`src/rtl/fsm_tx_pkg.sv`:
```
// Shared encodings for the framed symbol transmitter and the recognizers that consume its stream.
package fsm_tx_pkg;

    typedef enum logic [2:0] {
        IDLE  = 3'd0,
        SYNC1 = 3'd1,
        SYNC2 = 3'd2,
        DATA  = 3'd3,
        PAR   = 3'd4
    } state_e;

    localparam logic [1:0] SYNC_A = 2'b11;
    localparam logic [1:0] SYNC_B = 2'b00;

    // Symbol counter must hold W/2-1; a W=2 build still needs one bit.
    function automatic int cnt_width(input int w);
        int cw;
        cw = $clog2(w / 2);
        return (cw < 1) ? 1 : cw;
    endfunction

endpackage

```
`src/rtl/fsm_tx_registro_r.sv`:
```
// Generic enabled register with asynchronous active-low clear to zero.
module registro_r #(
    parameter int N = 1
) (
    input  logic         clock,
    input  logic         reset_n,
    input  logic         en,
    input  logic [N-1:0] d,
    output logic [N-1:0] q
);

    // Storage element: clears on reset, loads d when enabled.
    always_ff @(posedge clock or negedge reset_n) begin
        if (!reset_n) begin
            q <= '0;
        end else if (en) begin
            q <= d;
        end
    end

endmodule

```
`src/rtl/fsm_tx.sv`:
```
// Moore transmitter: sync pair, W/2 data symbols MSB-first, then a parity symbol.
// Outputs are registered from the next-state values so they still track the current state.
module fsm_tx
    import fsm_tx_pkg::*;
#(
    parameter int W = 8
) (
    input  logic         clock,
    input  logic         reset_n,
    output logic [1:0]   x,
    output logic         valid,
    output logic         busy,
    input  logic [W-1:0] data,
    input  logic         start
);

    localparam int            CW   = cnt_width(W);
    localparam logic [CW-1:0] LAST = CW'(W / 2 - 1);

    logic [2:0]    state_bits_q;
    state_e        state_q;
    state_e        state_d;
    logic [W-1:0]  shift_q;
    logic [W-1:0]  shift_d;
    logic [CW-1:0] cnt_q;
    logic [CW-1:0] cnt_d;
    logic          par_q;
    logic          par_d;
    logic [3:0]    out_q;
    logic [3:0]    out_d;

    assign state_q = state_e'(state_bits_q);

    registro_r #(.N(3))  u_state (.clock(clock), .reset_n(reset_n), .en(1'b1), .d(state_d), .q(state_bits_q));
    registro_r #(.N(W))  u_shift (.clock(clock), .reset_n(reset_n), .en(1'b1), .d(shift_d), .q(shift_q));
    registro_r #(.N(CW)) u_cnt   (.clock(clock), .reset_n(reset_n), .en(1'b1), .d(cnt_d),   .q(cnt_q));
    registro_r #(.N(1))  u_par   (.clock(clock), .reset_n(reset_n), .en(1'b1), .d(par_d),   .q(par_q));
    registro_r #(.N(4))  u_out   (.clock(clock), .reset_n(reset_n), .en(1'b1), .d(out_d),   .q(out_q));

    // Next-state network: capture on start, then walk the frame; start is ignored once busy.
    always_comb begin
        state_d = state_q;
        shift_d = shift_q;
        cnt_d   = cnt_q;
        par_d   = par_q;
        case (state_q)
            IDLE: begin
                if (start) begin
                    state_d = SYNC1;
                    shift_d = data;
                    cnt_d   = '0;
                    par_d   = ^data;
                end else begin
                    state_d = IDLE;
                end
            end
            SYNC1: state_d = SYNC2;
            SYNC2: state_d = DATA;
            DATA: begin
                shift_d = shift_q << 2;
                cnt_d   = cnt_q + CW'(1);
                if (cnt_q == LAST) begin
                    state_d = PAR;
                end else begin
                    state_d = DATA;
                end
            end
            PAR:     state_d = IDLE;
            default: state_d = IDLE;
        endcase
    end

    // Output network, evaluated on next-state values: {busy, valid, x}.
    always_comb begin
        out_d = 4'b0000;
        case (state_d)
            IDLE:    out_d = 4'b0000;
            SYNC1:   out_d = {2'b11, SYNC_A};
            SYNC2:   out_d = {2'b11, SYNC_B};
            DATA:    out_d = {2'b11, shift_d[W-1 -: 2]};
            PAR:     out_d = {2'b11, 1'b0, par_d};
            default: out_d = 4'b0000;
        endcase
    end

    assign busy  = out_q[3];
    assign valid = out_q[2];
    assign x     = out_q[1:0];

endmodule

```
`config.mk`:
```
export PLATFORM = sky130hd
export DESIGN_NAME = fsm_tx
export DESIGN_NICKNAME = d
export VERILOG_FILES = /design/src/rtl/fsm_tx_pkg.sv /design/src/rtl/fsm_tx_registro_r.sv /design/src/rtl/fsm_tx.sv
export SDC_FILE = /design/constraint.sdc
export NUM_CORES = 1
export LEC_CHECK = 0
export CORE_MARGIN = 10
export CORE_UTILIZATION = 49
export CTS_CLUSTER_SIZE = 24
export DETAILED_ROUTE_END_ITERATION = 10
export HOLD_SLACK_MARGIN = 0.08
export PLACE_DENSITY = 0.76
export SKIP_LAST_GASP = 1
export SLEW_MARGIN = 20
export SYNTH_ARGS = -nofsm -noshare
export SYNTH_HDL_FRONTEND = slang
export SYNTH_SLANG_ARGS = --single-unit
```
`constraint.sdc`:
```
create_clock -name clock -period 1.7 [get_ports clock]
set_input_delay 0.255 -clock clock [delete_from_list [all_inputs] [get_ports clock]]
set_output_delay 0.255 -clock clock [all_outputs]
set_load 0.05 [all_outputs]
```
==> run metrics <==
status completed; Yosys top cell area share around half; CP max stage delay about 0.57 ns; slowest CP cell dfrtp_1; RSZ-0062 raised after global routing no; startpoint types register; r2r endpoint u_cnt.q[0]; setup bufs post-CTS 0; final period utilization 85.0%; die area 0.00374 mm^2; Post-synth EDFFs 0; DRT iter0 DRCs 3; Syn Inst Count 73; nets@finish 102; row count 14; worst-path fanout max 10; clk buf depth 2; hold slack 0.269 ns; CTS resizes 0; pin count of the biggest net entering global routing 18; top_reg_cell synth dfrtp_1; Setup Skew 0.00273 ns; Routed WL roughly 1.6 mm; H-tree levels 1; vias per std cell 5.50; max cap viols 0; cell area power density approximately 1700 mW/mm^2; Starting Density between 50% and 60%; Worst-Skew Late Latency 0.29 ns; hold buffer count at cts 0; CP arrival 1.63 ns; Final HPWL DP around 1.1 mm; CTS tree done; Period minus WS final 1.44 ns; Slew headroom between 70% and 80%; Setup crit end kind register; Total Routing Usage GR 9.43%; flop-to-flop setup slack 0.26 ns; Hold Crit Class input port to asynchronous set/reset pin; utilization after layout between 60% and 70%; Avg WL per Cell approximately 15 um; register area share after synthesis 51.2%; most frequent cells in the layout dfrtp_1, nand2_1, clkdlybuf4s50_1, xnor2_1; GPL Wtd Cong 0.756; worst reg2reg path startpoint u_state.q[0]; Detail Route Antenna Nets 0; Critical Path Sink u_cnt.q[0]; I/O Pins 15; # diodes 0; Buf/Inv on CP 0; Peak supply drop 0.00114 V; Synth Warn # 0; leading cell type in the layout, fill and taps excluded dfrtp_1; Final Hold Fails 0; number of iterations in the first detailed-routing pass 2; fmax 692 MHz; Core ar. 0.00156 mm^2; Final setup viols 0; clk root buf clkbuf_4; cell taking the most area after synthesis dfrtp_1; Slew @ Worst Pin approximately 0.37 ns; leak pwr 0.000453 uW; Max Slew Vio Count 0; initial antenna violation count 0; DR vias approximately 580; top post-synthesis cells by area dfrtp_1, xnor2_1, nand2_1, a22oi_1, a22o_2; number of global-route vias before repair 591; area grow syn2layout 18.5%; crit path cell chain and3b_2 -> nor2_4 -> mux2_4; Clock transition at path regs 0.10 ns; Clock Sinks 17; fraction of registers with async set/reset 100%; Die Span X about 60 um; critical path class register to register; Synth Cell Area 831 um^2; register bit total from synthesis 17; Chip Height 61.2 um; Congestion Overflow GR 0; first-pass GRT wire length approximately 2.6 mm; # DRC 0; Reg2Reg Depth 3; Setup TNS 0 ns; CP delay by family, top flip-flops; synthesized area per cell 11.4 um^2; IO buf count 14; critical path required time 1.88 ns; Unique masters post-synth 21; worst setup path startpoint u_state.q[0]; CP Depth 3; synthesized net count 85; share of layout cells above drive strength 1 18.0%; CTS Buf Count 3
[state kept, by name (all words and copies together) (netlist names)]
signal / count
u_cnt.q: 2
u_out.q: 3
u_par.q: 1
u_shift.q: 8
u_state.q: 3
[cells in the mapped netlist (2+ instances only)]
cell      instances
a21oi_1           2
a22oi_1           6
buf_4             2
a22o_2            3
nor2_1            3
buf_6             2
nand2_1          14
dfrtp_1          17
mux2i_1           2
o21bai_1          4
xnor2_1           7
nand2b_1          2
[report_power, final]
part           internal (uW)  leakage [uW]  total [uW]  switching, uW
sequential               570      0.000215         718            147
combinational            331      0.000223         780            449
clock                   91.3     0.0000150         218            126
[layout make-up]
class	count	area [um^2]
fillers	126	574
flip-flops and latches	17	425
multi-input cells	52	368
repair buffers	16	145
clock buffers	4	26.3
well taps	16	20.0
[per-stage QoR]
step / setup WS [ns] / cells / cell area (um^2) / power [uW]
4_1_cts: 0.270 / 105 / 985 / 1730
5_1_grt: 0.209 / 105 / 985 / 1840
2_1_floorplan: 0.329 / 73 / 831 / 1350
6_report: 0.255 / 105 / 985 / 1720
3_3_place_gp: 0.165 / 101 / 958 / 1470
3_5_place_dp: 0.131 / 101 / 958 / 1500
[routing by layer]
layer / vias up / track usage (%) / wire length, um
met3: 4 / 2.88 / 95
met5: - / 0 / 0
met1: 276 / 10.6 / 719
li1: 284 / - / -
met2: 13 / 14.3 / 698
met4: 0 / 7.82 / 55
[cell families (layout without fill, tap and decap cells)]
family                     count (synthesis)  in the layout  share of synthesized area [%]
adders and majority gates                  1              1                           1.51
xor gates and xnor gates                   7              7                           7.38
muxes                                      3              3                           4.22
and+or+nand+nor                           24             24                           16.0
AOI/OAI and AO/OA                         17             17                           15.2
buffers and inverters                      4             20                           4.52
DFF                                       17             17                           51.2
[worst min-delay path by stage]
stage	startpoint	endpoint	slack, ns	cells past startpoint
after global placement	u_shift.q[6]	u_shift.q[6]	0.46	2
after detailed placement	u_shift.q[6]	u_shift.q[6]	0.46	2
after floorplan	reset_n	u_cnt.q[0]	-0.04	0
final	reset_n	u_out.q[1]	0.27	2
after global routing	reset_n	u_state.q[0]	0.28	2
after CTS	reset_n	u_out.q[2]	0.27	2
Power figures use the tool's default switching activity.
